$ cat src/rtl/dmem_store_buffer.sv
// dmem_store_buffer: posts MEM-stage stores into a DEPTH-entry FIFO, drains
// them to a single-port valid/ready memory bus, and sequences loads onto the
// same bus. StallMem tells the hazard unit when the MEM stage cannot complete.
// Optional feature macro: STORE_BUF_FWD_EN (full-word store-to-load forwarding).
module dmem_store_buffer #(
  parameter int DEPTH = 4
) (
  input  logic        clk,
  input  logic        clr_n,
  input  logic        MemWriteM,
  input  logic        MemReadM,
  input  logic [31:0] ALUResultM,
  input  logic [31:0] WriteDataM,
  input  logic [3:0]  byteEnable,
  output logic        StallMem,
  output logic [31:0] RD_data,
  output logic        mem_req,
  output logic        mem_we,
  output logic [31:0] mem_addr,
  output logic [31:0] mem_wdata,
  output logic [3:0]  mem_be,
  input  logic        mem_ready,
  input  logic [31:0] mem_rdata
);

  localparam int PW = $clog2(DEPTH);
  localparam int CW = PW + 1;

  localparam logic [1:0] IDLE  = 2'b00;
  localparam logic [1:0] DRAIN = 2'b01;
  localparam logic [1:0] LOAD  = 2'b10;

  logic [29:0]   fifoAddrR [DEPTH];
  logic [31:0]   fifoDataR [DEPTH];
  logic [3:0]    fifoBeR   [DEPTH];
  logic [CW-1:0] wrPtrR;
  logic [CW-1:0] rdPtrR;
  logic [1:0]    stateR;
  logic [1:0]    stateNextS;

  logic [CW-1:0] countS;
  logic [CW-1:0] countNextS;
  logic [PW-1:0] headIdxS;
  logic [PW-1:0] wrIdxS;
  logic [PW-1:0] scanIdxS;
  logic [29:0]   loadWordS;
  logic          fullS;
  logic          storeReqS;
  logic          enqS;
  logic          deqS;
  logic          loadDoneS;
  logic          loadPendingS;
  logic          storeBlockedS;
  logic          hazardPostS;
  logic          fwdHitS;

  // Extra pointer bit makes the difference a true occupancy count (full vs empty)
  assign headIdxS      = rdPtrR[PW-1:0];
  assign wrIdxS        = wrPtrR[PW-1:0];
  assign countS        = wrPtrR - rdPtrR;
  assign fullS         = (countS == CW'(DEPTH));
  assign loadWordS     = ALUResultM[31:2];
  // A simultaneous store+load is treated as a load only
  assign storeReqS     = MemWriteM & ~MemReadM;
  assign deqS          = (stateR == DRAIN) & mem_ready;
  assign loadDoneS     = (stateR == LOAD) & mem_ready;
  assign loadPendingS  = MemReadM & ~loadDoneS & ~fwdHitS;
  assign storeBlockedS = storeReqS & fullS & ~deqS;
  assign StallMem      = loadPendingS | storeBlockedS;
  assign enqS          = storeReqS & ~StallMem;
  assign countNextS    = countS + CW'(enqS) - CW'(deqS);

  // Load hazard against entries still queued after this cycle's dequeue
  always_comb begin
    hazardPostS = 1'b0;
    scanIdxS    = {PW{1'b0}};
    for (int k = 0; k < DEPTH; k++) begin
      scanIdxS    = headIdxS + PW'(k);
      hazardPostS = hazardPostS |
                    ((k < int'(countS)) && (fifoAddrR[scanIdxS] == loadWordS) &&
                     !(deqS && (k == 0)));
    end
  end

`ifdef STORE_BUF_FWD_EN
  logic [31:0]   fwdDataS;
  logic          fwdMatchS;
  logic          fwdFullS;
  logic [PW-1:0] fwdIdxS;

  // Youngest matching entry wins: later iterations are younger
  always_comb begin
    fwdDataS  = 32'h0000_0000;
    fwdMatchS = 1'b0;
    fwdFullS  = 1'b0;
    fwdIdxS   = {PW{1'b0}};
    for (int k = 0; k < DEPTH; k++) begin
      fwdIdxS = headIdxS + PW'(k);
      if ((k < int'(countS)) && (fifoAddrR[fwdIdxS] == loadWordS)) begin
        fwdDataS  = fifoDataR[fwdIdxS];
        fwdMatchS = 1'b1;
        fwdFullS  = (fifoBeR[fwdIdxS] == 4'b1111);
      end else begin
      end
    end
  end

  assign fwdHitS = MemReadM & fwdMatchS & fwdFullS;
  assign RD_data = fwdHitS ? fwdDataS : mem_rdata;
`else
  assign fwdHitS = 1'b0;
  assign RD_data = mem_rdata;
`endif

  // Next-state: loads have priority from IDLE; drains never get preempted
  always_comb begin
    stateNextS = stateR;
    case (stateR)
      IDLE, DRAIN: begin
        if ((stateR == DRAIN) && !mem_ready) begin
          stateNextS = DRAIN;
        end else if (MemReadM && !hazardPostS && !fwdHitS) begin
          stateNextS = LOAD;
        end else if (countNextS != {CW{1'b0}}) begin
          stateNextS = DRAIN;
        end else begin
          stateNextS = IDLE;
        end
      end
      LOAD: begin
        if (!mem_ready) begin
          stateNextS = LOAD;
        end else if (countNextS != {CW{1'b0}}) begin
          stateNextS = DRAIN;
        end else begin
          stateNextS = IDLE;
        end
      end
      default: stateNextS = IDLE;
    endcase
  end

  // Bus outputs decoded from the current state
  always_comb begin
    mem_req   = 1'b0;
    mem_we    = 1'b0;
    mem_addr  = 32'h0000_0000;
    mem_wdata = 32'h0000_0000;
    mem_be    = 4'b0000;
    case (stateR)
      DRAIN: begin
        mem_req   = 1'b1;
        mem_we    = 1'b1;
        mem_addr  = {fifoAddrR[headIdxS], 2'b00};
        mem_wdata = fifoDataR[headIdxS];
        mem_be    = fifoBeR[headIdxS];
      end
      LOAD: begin
        mem_req  = 1'b1;
        mem_addr = {loadWordS, 2'b00};
      end
      default: begin
        mem_req = 1'b0;
      end
    endcase
  end

  // State and FIFO pointers; reset aborts any bus transaction and empties the FIFO
  always_ff @(posedge clk or negedge clr_n) begin
    if (!clr_n) begin
      stateR <= IDLE;
      wrPtrR <= {CW{1'b0}};
      rdPtrR <= {CW{1'b0}};
    end else begin
      stateR <= stateNextS;
      wrPtrR <= wrPtrR + CW'(enqS);
      rdPtrR <= rdPtrR + CW'(deqS);
    end
  end

  // FIFO storage: stores are lane-aligned on entry
  always_ff @(posedge clk or negedge clr_n) begin
    if (!clr_n) begin
      for (int i = 0; i < DEPTH; i++) begin
        fifoAddrR[i] <= 30'h0000_0000;
        fifoDataR[i] <= 32'h0000_0000;
        fifoBeR[i]   <= 4'b0000;
      end
    end else if (enqS) begin
      fifoAddrR[wrIdxS] <= ALUResultM[31:2];
      fifoDataR[wrIdxS] <= WriteDataM << {ALUResultM[1:0], 3'b000};
      fifoBeR[wrIdxS]   <= byteEnable;
    end
  end

endmodule

$ cat config.mk
export PLATFORM = sky130hd
export DESIGN_NAME = dmem_store_buffer
export DESIGN_NICKNAME = d
export VERILOG_FILES = /design/src/rtl/dmem_store_buffer.sv
export SDC_FILE = /design/constraint.sdc
export NUM_CORES = 1
export LEC_CHECK = 0
export CORE_MARGIN = 1
export CORE_UTILIZATION = 35
export CTS_BUF_LIST = sky130_fd_sc_hd__clkbuf_2
export DETAILED_ROUTE_END_ITERATION = 7
export GPL_TIMING_DRIVEN = 0
export SLEW_MARGIN = 20
export SYNTH_ARGS = -nofsm -noshare
export SYNTH_HDL_FRONTEND = slang
export SYNTH_SLANG_ARGS = --single-unit
$ cat constraint.sdc
create_clock -name clk -period 3.7 [get_ports clk]
set_clock_uncertainty 0.05 [all_clocks]
set_input_delay 0.74 -clock clk [delete_from_list [all_inputs] [get_ports clk]]
set_output_delay 0.74 -clock clk [all_outputs]
set_load 0.005 [all_outputs]
* Word-level counts from Yosys, hierarchy flattened
Cells that the tools add are included.
Word-level totals: register bits 272, input bits 105, output and inout port bits 103, logic and storage cells 113
Operators by class: $add $sub $neg 8, magnitude comparators 10, eq/ne operators 7, shifts and indexed selects 1, multiplexer cells 37, bitwise operators 20, reductions and logical operators 15
Operator list (number):
- two-way mux 30 bit | 9
- binary-select mux 30 bit (select 2 bit) | 4
- bitwise mux 128 bit | 1
- two-way mux 32 bit | 4
- bitwise mux 120 bit | 1
- == test 30 bit | 4
- binary-select mux 32 bit (select 2 bit) | 1
- demux 32 bit (select 2 bit) | 1
- case mux 32 bit (2 select lines) | 1
- demux 30 bit (select 2 bit) | 1
- << shifter 32 x 5 -> 32 bit | 1
- bitwise mux 16 bit | 1
- two-way mux 4 bit | 4
- >= comparator 3 bit (second input constant) | 5
- NOT 2 -> 3 bit | 5
- adder 3 x 1 -> 3 bit | 3
- binary-select mux 4 bit (select 2 bit) | 1
- demux 4 bit (select 2 bit) | 1
- logical AND 1 bit | 8
- AND 1 bit | 7
- less-than comparator 1 x 3 -> 1 bit (first input constant) | 2
- less-than comparator 2 x 3 -> 1 bit (first input constant) | 2
- two-way mux 2 bit | 3
- adder 2 bit (second input constant) | 2
- 15 further kinds | 26

* Logic depth before layout (Yosys ltp)
Gate-level depths: netlist (run 1).
depth in word-level cells 15, mapped depth 17, depth with buffers taken out 16

* Worst setup path after synthesis (run 1)
No wires, ideal clock.
path type flip-flop to flip-flop, from register wrPtrR[0], to register stateR[0], setup time 0.138 ns, arrival time 3.614 ns, required time 3.512 ns, path slack -0.102 ns, cell stages (with the launch flop) 18, buffers on the path 1, clock period less this slack 3.802 ns, path through dfrtp_1 inv_1 ha_1 fa_1 xnor2_1 xnor2_1 and4_1 or3b_2 clkbuf_1 ha_1 inv_1 ha_1 fa_1 xnor2_1 nor3_1 nand2_1 a21oi_1 a311oi_2
On the way: cells in the longest elaborated chain, start to end 14, elaborated cells on any way between the ends 29, classes of those cells add/sub: 3; order compare: 4; eq/ne: 1; mux: 5; bitwise: 8; reduce/logical: 8
RTL lines:
- start: declaration | line 36 | logic [CW-1:0] wrPtrR;
- start signal: assignment | line 172 | wrPtrR <= {CW{1'b0}};
- start signal: assignment | line 176 | wrPtrR <= wrPtrR + CW'(enqS);
- subtractor 3 bit * | line 60 | assign countS = wrPtrR - rdPtrR;
- == test 3 bit | line 61 | assign fullS = (countS == CW'(DEPTH));
- AND 1 bit (2 in series) | line 68 | assign storeBlockedS = storeReqS & fullS & ~deqS;
- OR 1 bit | line 69 | assign StallMem = loadPendingS | storeBlockedS;
- NOT 1 bit | line 70 | assign enqS = storeReqS & ~StallMem;
- AND 1 bit | line 70
- adder 3 x 1 -> 3 bit | line 71 | assign countNextS = countS + CW'(enqS) - CW'(deqS);
- subtractor 3 x 1 -> 3 bit | line 71
- nonzero test 3 bit | line 124, 133
- two-way mux 1 bit | line 124, 133
- two-way mux 2 bit | line 122 | end else if (MemReadM && !hazardPostS && !fwdHitS) begin
- two-way mux 2 bit | line 120 | if ((stateR == DRAIN) && !mem_ready) begin
- case mux 2 bit (2 select lines) * | line 118 | case (stateR)
- named net stateNextS[0] | line 39 | logic [1:0] stateNextS;
- end signal: assignment | line 175 | stateR <= stateNextS;
- end: declaration | line 38 | logic [1:0] stateR;
Mark *: on every way through the listed nets, which the timed path passes. The rest lies on a longest branch. A chain may end at the register's enable or synchronous reset.

* Worst setup path after layout (run 1)
from register rdPtrR[0], to output port mem_addr[10]
On the way: cells in the longest elaborated chain, start to end 5
RTL lines:
- start: declaration | line 37 | logic [CW-1:0] rdPtrR;
- start signal: assignment | line 173 | rdPtrR <= {CW{1'b0}};
- start signal: assignment | line 177 | rdPtrR <= rdPtrR + CW'(deqS);
- NOT 2 -> 3 bit (implied by the code) | line 154 | mem_addr = {fifoAddrR[headIdxS], 2'b00};
- binary-select mux 30 bit (select 2 bit) | line 154
- two-way mux 30 bit (implied by the code) (2 in series) | line 154
- case mux 32 bit (2 select lines) | line 150 | case (stateR)
- end: declaration | line 19 | output logic [31:0] mem_addr,
No other way between the ends. The select of a mux whose other input is x is not followed.

==> flow_metrics.tcl, run 1 <==
set metrics [dict create \
    r2r_slack_ns -0.21 \
    end_kind "output port" \
    min-delay-start "ALUResultM[18]" \
    finalMaxSlewViolations 0 \
    hold_end "fifoAddrR[46]$_DFFE_PN0P_" \
    initial_core_util_pct 35.4 \
    fin_crit_sh_pct 108 \
    port_buffers 163 \
    ys_warn_count 0 \
    critPathSlowestCell "dfrtp_2" \
    maxCapViolations 0 \
    cts_buffers 74 \
    critical_path_depth 9 \
    track_usage_pct 29.1 \
    hpwl_um 50300 \
    utilization_pct 48.9 \
    grt_pass1_vias 15600 \
    slowest_delay_ns 0.49 \
    synth_seq_cells 272 \
    io-pin-count 208 \
    dp.cells 2503 \
    first_pass_iters 5 \
    ir_drop_v 0.000429 \
    cts_tree "yes" \
    clkTransAtPathRegs_ns 0.09 \
    die_w_um 221 \
    finalPower_mw 23.4 \
    crit_path_start_kind "register" \
    fin_crit_ns 3.99 \
    route.detailed.drc 0 \
    synth_edf_count 0 \
    post-synth-top-area-cell "dfrtp_1" \
    cts.sinks 272 \
    hold_path.class "in2reg" \
    powerDensity_nw_per_um2 1000 \
    coreArea_um2 47600 \
    worstPathRequired_ns 2.91 \
    drt-initial-drc-count 1283 \
    syn-cell-area_um2 16900 \
    gr-total-overflow 0 \
    r2r-end "stateR[0]$_DFF_PN0_" \
    die_area_um2 49000 \
    fin_tns_setup_ns -11.27 \
    failed_checks "setup timing" \
    instances_no_fill 2811 \
    tightest_slew_ns 0.856 \
    postSynthCellCount 1721 \
    cp_top_family "buffers and inverters" \
    avgSynthCellArea_um2 9.79 \
    finalWirelength_um 73100 \
    async_reset_ff_share_pct 100 \
    fillers 4390 \
    hold_viol 0 \
    ys_types 56 \
    yosys_most_used_dff "dfrtp_1" \
    slew_headroom_pct 42.9 \
    seq_area_frac_synth_pct 40.4 \
    ant_nets 0 \
    wl_per_cell_um 26.0 \
    clockRootBuffer "clkbuf_2" \
    holdWs_ns 0.102 \
    grt_max_degree 92 \
    cp_cell_sequence "buf_12 > buf_6 > buf_8 > buf_12 > buf_6 > mux4_2 > a22oi_2 > nor2b_1 > buf_2" \
    antenna_found_initial 3 \
    r2r-start "rdPtrR[0]$_DFF_PN0_" \
    r2r_cells 16 \
    htree_levels 3 \
    clock.fmax_mhz 251 \
    synth.area.top_cells "dfrtp_1 40%, mux2i_1 9.9%, nand2_1 9.2%" \
    status "complete, but fails checks" \
    final.setup.worst_slack_ns -0.291 \
    nNetsFinal 2270 \
    setup_violations 64 \
    clk_latency_ns 1.09 \
    whs_path_depth 3 \
    critPathKind "reg2out" \
    grt_pass1_wl_um 104000 \
    drive_gt1_share_pct 35.3 \
    globalplace.congestion 1.05 \
    rsz0062_at_grt "yes" \
    core.rowCount 80 \
    leakage_nw 10.6 \
    dieHeight_um 221 \
    worstPathArrival_ns 3.20 \
    area_delta_synth_final_pct 38.3 \
    synth_top_area_share_pct 40.4 \
    cts_max_path_buffers 3 \
    cp_max_fo 3 \
    num_vias 15700 \
    via_per_inst 5.58 \
    cp_num_buf_inv 6 \
]
-- registers in the layout, summed over array words and instances, names as in the netlist --
register / count
fifoDataR: 128
fifoAddrR: 120
fifoBeR: 16
rdPtrR: 3
wrPtrR: 3
stateR: 2
-- cell type report --
class | instances | area, µm² | share of cell area, %
multi-input combinational | 1265 | 9970 | 42.8
sequential | 272 | 6810 | 29.2
timing repair buffer | 360 | 3660 | 15.7
buffer | 163 | 1380 | 5.90
tap | 615 | 769 | 3.30
clock buffer | 100 | 500 | 2.15
clock inverter | 18 | 140 | 0.601
inverter | 14 | 68.8 | 0.295
antenna | 4 | 10.0 | 0.0430
-- synthesized netlist by cell type, drive strengths merged (13+ instances only) --
| cell | count |
|---|---|
| nand2 | 411 |
| dfrtp | 272 |
| mux2i | 167 |
| mux2 | 107 |
| buf | 87 |
| clkbuf | 84 |
| o21ai | 81 |
| xnor2 | 70 |
| nor2 | 53 |
| mux4 | 51 |
| xor2 | 47 |
| a21oi | 46 |
| and2 | 41 |
| nor2b | 31 |
| a22oi | 20 |
| nor4 | 15 |
| inv | 14 |
| ha | 13 |
-- power by group --
group          leakage [nW]  total [mW]  internal [mW]  switching (mW)
Clock                 0.482        2.24          0.873            1.37
Combinational          6.73        15.6           7.80            7.85
Sequential             3.41        5.49           4.34            1.16
-- per-layer routing --
metal  GRT usage, %  wire length, µm  part of all wire, %
met5              0               17                0.023
met4           16.5             4580                  6.3
met3           6.69             5520                  7.6
met2           46.1            33500                   46
met1           36.6            29400                   40
-- cell families (layout without fill, tap and decap cells) --
logic type                 Yosys count  after routing  share of synthesized area (%)
and+or+nand+nor                    586            586                           14.9
muxes                              325            325                           23.9
DFF                                272            272                           40.4
AOI/OAI and AO/OA                  220            220                           8.14
buffers and inverters              185            655                           5.42
xor gates and xnor gates           117            117                           6.08
adders and majority gates           15             15                           1.20
other                                1              6                         0.0222
-- how the worst max path moves through the flow --
stage / slack, ns / endpoint / start
CTS: -0.42 / StallMem / rdPtrR[0]$_DFF_PN0_
floorplan: 0.002 / stateR[0]$_DFF_PN0_ / wrPtrR[0]$_DFF_PN0_
finish: -0.29 / mem_addr[10] / rdPtrR[0]$_DFF_PN0_
detailed placement: -1.41 / mem_addr[30] / rdPtrR[0]$_DFF_PN0_
global placement: -9.74 / fifoDataR[11]$_DFFE_PN0P_ / clr_n
global route: -0.47 / StallMem / rdPtrR[0]$_DFF_PN0_
-- worst reg2reg max path, cell delays in order, from the launching register on --
cell and delay [ns]:
dfrtp_2 0.49, buf_6 0.15, ha_4 0.14, fa_2 0.35, xnor2_2 0.16, xnor2_2 0.17
and4_1 0.21, or3b_4 0.43, ha_1 0.30, inv_1 0.04, ha_2 0.19, fa_2 0.40
xnor2_2 0.18, nor3_2 0.07, nor2_1 0.14, a21oi_2 0.05, a311oi_2 0.24
-- cell usage in the layout (no fill, tap or decap), drive strengths merged, types with 6 or more instances in the layout --
cell type | synthesis | layout
mux2 | 107 | 107
mux2i | 167 | 167
nor2 | 53 | 53
nand4 | 9 | 9
ha | 13 | 13
inv | 14 | 17
nor3 | 10 | 10
nor4 | 15 | 15
and2 | 41 | 41
clkdlybuf4s50 | 0 | 95
dfrtp | 272 | 272
mux4 | 51 | 51
a211oi | 11 | 11
clkbuf | 84 | 192
clkinv | 0 | 13
buf | 87 | 333
a22oi | 20 | 20
a21oi | 46 | 46
o21ai | 81 | 81
nand3 | 6 | 6
nand2 | 411 | 411
o22ai | 8 | 8
nor2b | 31 | 31
a21boi | 7 | 7
xnor2 | 70 | 70
xor2 | 47 | 47
-- per-stage QoR --
stage / area (µm²) / setup WS, ns
after CTS: 22400 / -0.417
after global placement: 19300 / -9.74
final: 23300 / -0.291
after floorplan: 16900 / 0.00188
after detailed placement: 19400 / -1.41
after global routing: 23300 / -0.472
-- timing repair --
item | in CTS | in global routing
gates cloned | 5 | 6
pin swaps | 40 | 39
buffers inserted | 112 | 75
hold buffers | 3 | 0
endpoints found under the hold margin | 111 | 0
gates resized for setup | 663 | 113
endpoints found under the setup margin | 314 | 170
(Power assumes the default switching activity.)
==> run 2, diff against run 1 <==
Settings changed: CORE_UTILIZATION 35 to 49, PLACE_DENSITY from default to 0.75.
==> flow_metrics.tcl, run 2 (synthesis results as in run 1) <==
set metrics [dict create \
    status "complete, but fails checks" \
    failed_checks "setup timing" \
    hold_path.class "in2async" \
    fillers 2630 \
    route.detailed.drc 0 \
    final_cell_mix "406 x nand2_1, 270 x dfrtp_1, 140 x buf_4, 131 x mux2i_1, 130 x clkbuf_2" \
    critPathKind "reg2out" \
    max_flop_register "fifoDataR" \
    worstPathArrival_ns 3.09 \
    drive_gt1_share_pct 33.5 \
    gr-total-overflow 0 \
    r2r_slack_ns -0.04 \
    cts_buffers 76 \
    area_delta_synth_final_pct 34.6 \
    track_usage_pct 42.0 \
    cp_max_fo 7 \
    slew_headroom_pct 20.5 \
    largest_reg_flops 128 \
    utilization_pct 67.3 \
    nNetsFinal 2240 \
    via_per_inst 6.06 \
    startpoint "rdPtrR[0]$_DFF_PN0_" \
    antenna_found_initial 5 \
    top_regs "fifoDataR x128, fifoAddrR x120, fifoBeR x16" \
    finalWirelength_um 74100 \
    clk_latency_ns 1.00 \
    fin_crit_sh_pct 105 \
    globalplace.congestion 1.04 \
    leakage_nw 10.5 \
    holdWs_ns 0.0557 \
    multi_input_area_um2 9900 \
    clockRootBuffer "clkbuf_2" \
    powerDensity_nw_per_um2 1010 \
    worstSetupEndpoint "mem_wdata[3]" \
    r2r_cells 11 \
    fin_tns_setup_ns -4.62 \
    drt-initial-drc-count 1411 \
    r2r-start "rdPtrR[0]$_DFF_PN0_" \
    clock.fmax_mhz 258 \
    finalMaxSlewViolations 0 \
    htree_levels 3 \
    stdcell_area_um2 22700 \
    cts_max_path_buffers 3 \
    port_buffers 163 \
    num_vias 15900 \
    ir_drop_v 0.000468 \
    coreArea_um2 33700 \
    initial_core_util_pct 50.0 \
    tightest_slew_ns 1.19 \
    grt_max_degree 100 \
    setup_violations 48 \
    maxCapViolations 0 \
    crit_path_start_kind "register" \
    postPlaceCellArea_um2 19100 \
    hpwl_um 50400 \
    ant_nets 0 \
    die_area_um2 35100 \
    first_pass_iters 6 \
    cts.sinks 272 \
    grt_pass1_vias 16200 \
    layout_commonest_cell "nand2_1" \
    final.setup.worst_slack_ns -0.180 \
    final-seq-area_um2 6810 \
    wl_per_cell_um 28.3 \
    dieHeight_um 187 \
    grt_pass1_wl_um 106000 \
    worstPathRequired_ns 2.91 \
    cts_tree "yes" \
    rsz0062_at_grt "yes" \
    hold_viol 0 \
    clkTransAtPathRegs_ns 0.11 \
    r2r-end "stateR[0]$_DFF_PN0_" \
    die_w_um 187 \
    fin_crit_ns 3.88 \
    end_kind "output port" \
    io-pin-count 208 \
    core.rowCount 67 \
]
run 2: cell count changes in the layout (fill, tap and decap cells not counted), moves of 4 or more:
cell	before	now
clkbuf_16	10	5
mux2i_1	126	131
clkbuf_2	125	130
dlymetal6s2s_1	0	7
buf_4	152	140
nand2_1	400	406
buf_12	38	32
buf_6	65	61
a21boi_1	0	4
a21boi_2	7	3
buf_8	18	11
nand2_2	8	4
run 2: how the worst min path moves through the flow:
stage	from	to	slack (ns)	cells past startpoint
floorplan	clr_n	fifoAddrR[0]$_DFFE_PN0P_	0.39	0
global placement	fifoDataR[46]$_DFFE_PN0P_	fifoDataR[46]$_DFFE_PN0P_	0.40	2
detailed placement	fifoDataR[61]$_DFFE_PN0P_	fifoDataR[61]$_DFFE_PN0P_	0.41	2
CTS	clr_n	fifoAddrR[11]$_DFFE_PN0P_	0.04	2
global route	clr_n	stateR[1]$_DFF_PN0_	0.02	2
finish	clr_n	fifoAddrR[11]$_DFFE_PN0P_	0.06	2
run 2: layout make-up:
type,instances,share of cell area (%)
Antenna cell,4,0.0441
Buffer,162,6.19
Clock buffer,108,2.38
Clock inverter,19,0.519
Inverter,14,0.303
Multi-Input combinational cell,1265,43.6
Sequential cell,272,30.0
Tap cell,448,2.47
Timing Repair Buffer,329,14.4
run 2: worst max-delay path: stages, from the launching register on:
cell and delay (ns):
dfrtp_2 0.48, buf_12 0.18, buf_12 0.12, buf_12 0.12, clkbuf_16 0.18, buf_16 0.16, buf_6 0.12, mux4_2 0.43
and2_4 0.18, buf_6 0.11
run 2: per-layer routing:
layer | GRT usage [%] | vias up | share of wire [%]
met4 | 29.6 | 4 | 7.9
li1 | - | 6752 | -
met1 | 49.6 | 7909 | 37
met3 | 10.5 | 289 | 8.8
met5 | 0 | - | 0.034
met2 | 67.4 | 937 | 46
run 2: report_power, final:
group | total (mW) | leakage [nW] | internal, mW | switching, mW
Clock | 2.22 | 0.506 | 0.857 | 1.37
Combinational | 15.2 | 6.62 | 7.31 | 7.88
Sequential | 5.50 | 3.41 | 4.34 | 1.16
run 2: stage by stage:
| step | total power [mW] | setup slack [ns] | cells |
|---|---|---|---|
| floorplan | 11.9 | 0.00188 | 1722 |
| global placement | 15.9 | -9.89 | 2333 |
| detailed placement | 16.1 | -1.42 | 2336 |
| CTS | 21.5 | -0.315 | 2579 |
| global route | 23.7 | -0.234 | 2619 |
| finish | 22.9 | -0.180 | 2621 |
run 2: repair_timing:
| item | CTS | global route |
|---|---|---|
| setup endpoints to repair | 309 | 195 |
| hold buffers | 1 | 0 |
| cloned | 4 | 1 |
| setup buffers | 113 | 48 |
| resized for setup | 576 | 136 |
| endpoints found under the hold margin | 94 | 0 |
| pin swaps | 34 | 28 |
==> run 3, diff against run 2 <==
Settings changed: CORE_MARGIN 1 to default.
==> results of run 3 <==
The final DEF is identical to that of run 2; final timing and power are the same.
